[config.mk]
export PLATFORM = sky130hd
export DESIGN_NAME = async_fifo_rd_drain_flat
export DESIGN_NICKNAME = d
export VERILOG_FILES = /design/src/rtl/async_fifo_rd_drain_if.sv /design/src/rtl/async_fifo_rd_drain.sv /design/src/flat_wrapper.sv
export SDC_FILE = /design/constraint.sdc
export NUM_CORES = 1
export LEC_CHECK = 0
export CAP_MARGIN = 20
export CORE_MARGIN = 2
export CORE_UTILIZATION = 47
export CTS_BUF_LIST = sky130_fd_sc_hd__clkbuf_16
export DETAILED_ROUTE_END_ITERATION = 6
export HOLD_SLACK_MARGIN = 0.02
export PLACE_DENSITY = 0.81
export RECOVER_POWER = 50
export SLEW_MARGIN = 15
export SYNTH_ARGS = -nofsm -noshare
export SYNTH_HDL_FRONTEND = slang
export SYNTH_SLANG_ARGS = --single-unit
[constraint.sdc]
create_clock -name rd_clk -period 1.4 [get_ports rd_clk]
set_input_delay 0.28 -clock rd_clk [delete_from_list [all_inputs] [get_ports rd_clk]]
set_output_delay 0.28 -clock rd_clk [all_outputs]
set_load 0.02 [all_outputs]
[src/rtl/async_fifo_rd_drain_if.sv]
// rtl/async_fifo_rd_drain_if.sv - FIFO read port, output stream and flush/status bundle
// master is the drain block; slave is the FIFO/downstream side.
interface async_fifo_rd_drain_if #(
  parameter int DATA_WIDTH = 8,
  parameter int CNT_WIDTH  = 16
);
  logic                  fifo_empty;
  logic                  fifo_rd_en;
  logic [DATA_WIDTH-1:0] fifo_data;
  logic [DATA_WIDTH-1:0] m_data;
  logic                  m_valid;
  logic                  m_ready;
  logic                  flush_req;
  logic                  flush_done;
  logic                  busy;
  logic [CNT_WIDTH-1:0]  word_cnt;

  modport master (
    input  fifo_empty, fifo_data, m_ready, flush_req,
    output fifo_rd_en, m_data, m_valid, flush_done, busy, word_cnt
  );

  modport slave (
    output fifo_empty, fifo_data, m_ready, flush_req,
    input  fifo_rd_en, m_data, m_valid, flush_done, busy, word_cnt
  );
endinterface

[src/rtl/async_fifo_rd_drain.sv]
// rtl/async_fifo_rd_drain.sv - async FIFO read-side drain with skid buffer, flush and word counter
// Reads ahead only while buffered plus in-flight words fit, so m_ready never reaches fifo_rd_en.
module async_fifo_rd_drain #(
  parameter int DATA_WIDTH = 8,
  parameter int BUF_DEPTH  = 3,
  parameter int CNT_WIDTH  = 16
) (
  input  logic                   rd_clk,
  input  logic                   rd_rst_n,
  async_fifo_rd_drain_if.master  bus
);
  localparam int PTR_W = (BUF_DEPTH > 1) ? $clog2(BUF_DEPTH) : 1;
  localparam int OCC_W = $clog2(BUF_DEPTH + 1);
  localparam logic [PTR_W-1:0] LAST_PTR = PTR_W'(BUF_DEPTH - 1);
  localparam logic [OCC_W:0]   DEPTH_C  = (OCC_W + 1)'(BUF_DEPTH);

  typedef enum logic {
    ST_RUN   = 1'b0,
    ST_FLUSH = 1'b1
  } state_t;

  state_t                r_state, w_state_nxt;
  logic [OCC_W-1:0]      r_occ, w_occ_nxt;
  logic [PTR_W-1:0]      r_head, w_head_nxt;
  logic [PTR_W-1:0]      r_tail, w_tail_nxt;
  logic                  r_inflight;
  logic                  r_rd_arm;
  logic                  r_flush_done, w_flush_done_nxt;
  logic [CNT_WIDTH-1:0]  r_word_cnt;
  logic [DATA_WIDTH-1:0] r_buf [BUF_DEPTH];

  logic                  w_rd_en;
  logic                  w_rd_accept;
  logic                  w_push;
  logic                  w_pop;
  logic [OCC_W:0]        w_level;

  function automatic logic [PTR_W-1:0] f_ptr_inc(input logic [PTR_W-1:0] p);
    return (p == LAST_PTR) ? '0 : p + 1'b1;
  endfunction

  assign w_level     = {1'b0, r_occ} + {{OCC_W{1'b0}}, r_inflight};
  assign w_rd_accept = w_rd_en && !bus.fifo_empty;

  always_comb begin
    w_state_nxt      = r_state;
    w_occ_nxt        = r_occ;
    w_head_nxt       = r_head;
    w_tail_nxt       = r_tail;
    w_rd_en          = 1'b0;
    w_push           = 1'b0;
    w_pop            = 1'b0;
    w_flush_done_nxt = 1'b0;
    case (r_state)
      ST_RUN: begin
        w_rd_en = r_rd_arm && !bus.fifo_empty && (w_level < DEPTH_C);
        w_pop   = (r_occ != '0) && bus.m_ready;
        if (bus.flush_req) begin
          // A handshake in this cycle still counts; the returning word is dropped.
          w_state_nxt = ST_FLUSH;
          w_occ_nxt   = '0;
          w_head_nxt  = '0;
          w_tail_nxt  = '0;
        end else begin
          w_push = r_inflight;
          if (w_push) w_tail_nxt = f_ptr_inc(r_tail);
          if (w_pop)  w_head_nxt = f_ptr_inc(r_head);
          case ({w_push, w_pop})
            2'b10:   w_occ_nxt = r_occ + 1'b1;
            2'b01:   w_occ_nxt = r_occ - 1'b1;
            default: w_occ_nxt = r_occ;
          endcase
        end
      end
      ST_FLUSH: begin
        w_rd_en = r_rd_arm && !bus.fifo_empty;
        if (bus.fifo_empty && !r_inflight) begin
          w_state_nxt      = ST_RUN;
          w_flush_done_nxt = 1'b1;
        end
      end
      default: w_state_nxt = ST_RUN;
    endcase
  end

  // r_rd_arm holds off the first read until one edge after reset release.
  always_ff @(posedge rd_clk or negedge rd_rst_n) begin
    if (!rd_rst_n) begin
      r_state      <= ST_RUN;
      r_occ        <= '0;
      r_head       <= '0;
      r_tail       <= '0;
      r_inflight   <= 1'b0;
      r_rd_arm     <= 1'b0;
      r_flush_done <= 1'b0;
      r_word_cnt   <= '0;
    end else begin
      r_state      <= w_state_nxt;
      r_occ        <= w_occ_nxt;
      r_head       <= w_head_nxt;
      r_tail       <= w_tail_nxt;
      r_inflight   <= w_rd_accept;
      r_rd_arm     <= 1'b1;
      r_flush_done <= w_flush_done_nxt;
      if (w_pop) r_word_cnt <= r_word_cnt + 1'b1;
    end
  end

  always_ff @(posedge rd_clk or negedge rd_rst_n) begin
    if (!rd_rst_n) begin
      for (int i = 0; i < BUF_DEPTH; i++) r_buf[i] <= '0;
    end else if (w_push) begin
      r_buf[r_tail] <= bus.fifo_data;
    end
  end

  assign bus.fifo_rd_en = w_rd_en;
  assign bus.m_valid    = (r_occ != '0);
  assign bus.m_data     = r_buf[r_head];
  assign bus.flush_done = r_flush_done;
  assign bus.word_cnt   = r_word_cnt;
  assign bus.busy       = (r_state == ST_FLUSH) || (r_occ != '0) || r_inflight;
endmodule

[src/flat_wrapper.sv]
// flat-port wrapper written by rule: the top's interface ports become plain ports
module async_fifo_rd_drain_flat 
#(
  parameter int DATA_WIDTH = 8,
  parameter int BUF_DEPTH  = 3,
  parameter int CNT_WIDTH  = 16
)
  (rd_clk, rd_rst_n, bus_fifo_empty, bus_fifo_data, bus_m_ready, bus_flush_req, bus_fifo_rd_en, bus_m_data, bus_m_valid, bus_flush_done, bus_busy, bus_word_cnt);
  async_fifo_rd_drain_if #(.DATA_WIDTH(DATA_WIDTH), .CNT_WIDTH(CNT_WIDTH)) bus_i ();
  input  logic rd_clk;
  input  logic rd_rst_n;
  input wire logic [$bits(bus_i.fifo_empty)-1:0] bus_fifo_empty;
  input wire logic [$bits(bus_i.fifo_data)-1:0] bus_fifo_data;
  input wire logic [$bits(bus_i.m_ready)-1:0] bus_m_ready;
  input wire logic [$bits(bus_i.flush_req)-1:0] bus_flush_req;
  output wire logic [$bits(bus_i.fifo_rd_en)-1:0] bus_fifo_rd_en;
  output wire logic [$bits(bus_i.m_data)-1:0] bus_m_data;
  output wire logic [$bits(bus_i.m_valid)-1:0] bus_m_valid;
  output wire logic [$bits(bus_i.flush_done)-1:0] bus_flush_done;
  output wire logic [$bits(bus_i.busy)-1:0] bus_busy;
  output wire logic [$bits(bus_i.word_cnt)-1:0] bus_word_cnt;
  assign bus_i.fifo_empty = bus_fifo_empty;
  assign bus_i.fifo_data = bus_fifo_data;
  assign bus_i.m_ready = bus_m_ready;
  assign bus_i.flush_req = bus_flush_req;
  assign bus_fifo_rd_en = bus_i.fifo_rd_en;
  assign bus_m_data = bus_i.m_data;
  assign bus_m_valid = bus_i.m_valid;
  assign bus_flush_done = bus_i.flush_done;
  assign bus_busy = bus_i.busy;
  assign bus_word_cnt = bus_i.word_cnt;
  async_fifo_rd_drain #(.DATA_WIDTH(DATA_WIDTH), .BUF_DEPTH(BUF_DEPTH), .CNT_WIDTH(CNT_WIDTH)) u_core (.rd_clk(rd_clk), .rd_rst_n(rd_rst_n), .bus(bus_i));
endmodule
==> reports/metrics.cfg <==
[finish]
n_antenna_cell=0
design_area_um2=3510
fin_nets=293
drive_above_1_share_pct=45.3
area_growth_pct=49.8
fin_cells=345

[synth]
synth_top_area_share_pct=53.4
yosys.cell_types.count=39
syn-num-nets=211
synthFlopType=dfrtp_1
seq_area_frac_synth_pct=53.4
synth_edf_count=0
synth-seq-cells=50
avgSynthCellArea_um2=12.0
synthCells=195
ys_warn_count=0
synth_area_um2=2340
synth_top_cell_by_area=dfrtp_1
synth_area_leaders=dfrtp_1, mux2_2, xnor2_1
async_flop_share_pct=100

[global_route]
grt_overflow=0
grt_pass1_vias=1826
grt_max_degree=51
antenna_found_initial=0
grt.total_usage_pct=20.6
grt_pass1_wl_um=8600

[route]
antenna_left=0
drc_errors=0
vias_per_cell=5.27
first_pass_iters=4
avgRoutedWirePerCell_um=16.8
wirelength_um=5810
via_count=1819
drtIter0Drc=104

[placed_design]
dpl.cell_count=323
gp_congestion=0.790
postPlaceCellArea_um2=3030
port_buffers=40
dp_hpwl_um=3400

[sta]
max-slew-margin-rel_pct=53.2
worst_slew_pin_slew_ps=702
hold_violations=0
slew_violations=0
finClkSkew_ps=7.15
whs_ps=467
finalWorstSetupSlack_ps=-485
max_freq_mhz=530
setup-tns-final_ps=-7910
post-route-min-period_ps=1890
post-route-period-util_pct=135
rsz0062_at_grt=true
setup_viol=40

[worst_setup_path]
cp_slowest_stage_delay_ps=410
reg2reg_depth=7
worstSetupEndpointType=output port
cp-start-kind=register
cp_max_fo=2
path_buf_inv=1
crit_start=u_core.r_occ[0]
slowest_stage=dfrtp_1
reg2reg_from=u_core.r_occ[0]
cp.arrival_ps=1610
crit_type=reg2out
r2r-end=u_core.bus.word_cnt[10]
r2r_setup_slack_ps=-370
worstPathCellList=ha_2 -> ha_4 -> a21oi_2 -> nor2_2 -> nor3b_2 -> buf_4
crit_required_ps=1120
crit_family=adder cells

[floorplanning]
chipHeight_um=74.6
die_area_um2=5570
row_count=25
start_util_pct=49.3
num_io_pins=41
fp.dieW_um=74.6
core_um2=4750

[hold_path]
holdCritStartpoint=u_core.bus.word_cnt[15]
hold-path-endpoint=u_core.bus.word_cnt[15]
holdPathStages=1
hold_path_class=reg2reg

[clock_tree]
cts.sinks=50
cts_buffer_depth=2
cts_buffers=5
htreeDepth=2
clk_latency_ps=290
cts_root_buf=clkbuf_16
cts_tree=done
path_clk_slew_ps=70

[power_and_ir_drop]
peakVddDrop_uv=924
p_total_w=0.00622
p_per_area_nw_per_um2=1770
leakagePower_nw=1.66

[run_status]
violations=setup timing
status=finished, violations left

[flow_run]
drv_cap=0

## cells in the final DEF, fill, tap and decap left out, drive strengths merged, types with 2 or more instances in the layout
| master | count |
|---|---|
| buf | 51 |
| dfrtp | 50 |
| mux2 | 25 |
| nand2 | 20 |
| dlygate4sd2 | 17 |
| o21ai | 15 |
| xnor2 | 14 |
| clkdlybuf4s50 | 10 |
| mux2i | 9 |
| nor2 | 9 |
| clkbuf | 6 |
| nand3 | 6 |
| and3 | 5 |
| inv | 5 |
| nand4 | 4 |
| nor3b | 4 |
| and4 | 3 |
| a21oi | 3 |
| ha | 3 |
| xor2 | 2 |
| nor3 | 2 |
## kinds of logic after synthesis
group	Yosys count	share of synthesized area, %
fa+ha+maj	3	1.60
flops	50	53.4
buf+inv	9	2.56
other cells	1	0.160
mux	34	15.9
xor+xnor	16	5.98
compound gates	21	5.39
simple gates	61	15.1
## per-layer routing
layer	track usage (%)	up-vias	share of wire [%]
met2	35.9	34	53
met3	4.28	8	2.4
met4	6.35	0	1.5
li1	-	860	-
met1	25.9	917	43
met5	0	-	0
## through the flow
stage               utilization, %  worst slack [ps]
floorplan                        -              -233
global placement              63.7              -586
detailed placement            63.7              -631
CTS                           70.6              -477
global route                  73.8              -512
finish                        73.8              -485
## Yosys cell counts, drive strengths merged (4+ instances only)
cell   instances
nor3b          4
nand2         20
nand3          6
xnor2         14
o21ai         15
dfrtp         50
mux2i          9
nor2           9
nand4          4
and3           5
mux2          25
## power by group
group | total, W | internal, W | switching (W)
sequential | 0.00223 | 0.00189 | 0.000337
clock | 0.00123 | 0.000678 | 0.000549
combinational | 0.00276 | 0.00147 | 0.00129
## flip-flops by register name, indices dropped and copies added, names as in the netlist
name / flops
u_core.r_buf: 24
u_core.bus.word_cnt: 16
u_core.r_head: 2
u_core.r_occ: 2
u_core.r_tail: 2
u_core.bus.flush_done: 1
u_core.r_inflight: 1
u_core.r_rd_arm: 1
u_core.r_state: 1
## timing repair
item,4_1_cts,5_1_grt
endpoints found under the setup margin,68,59
endpoints found under the hold margin,50,0
resized for setup,116,32
hold buffers,1,0
pin swaps,22,35
buffers inserted,9,9
## cell type report
| type | instances | area, µm² |
|---|---|---|
| Sequential cell | 50 | 1250 |
| Inverter | 3 | 11.3 |
| Clock inverter | 3 | 26.3 |
| Tap cell | 67 | 83.8 |
| Multi-Input combinational cell | 136 | 1270 |
| Timing Repair Buffer | 81 | 737 |
| Clock buffer | 5 | 125 |
| Fill cell | 317 | 1240 |
## worst max-delay path by stage
stage | slack [ps] | endpoint | cells past startpoint
after global routing | -510 | bus_fifo_rd_en | 6
after floorplan | -230 | bus_fifo_rd_en | 5
final | -490 | bus_fifo_rd_en | 6
after global placement | -590 | bus_fifo_rd_en | 6
after detailed placement | -630 | bus_fifo_rd_en | 6
after CTS | -480 | bus_fifo_rd_en | 6
Note: power is estimated with default switching activity, not from simulation.
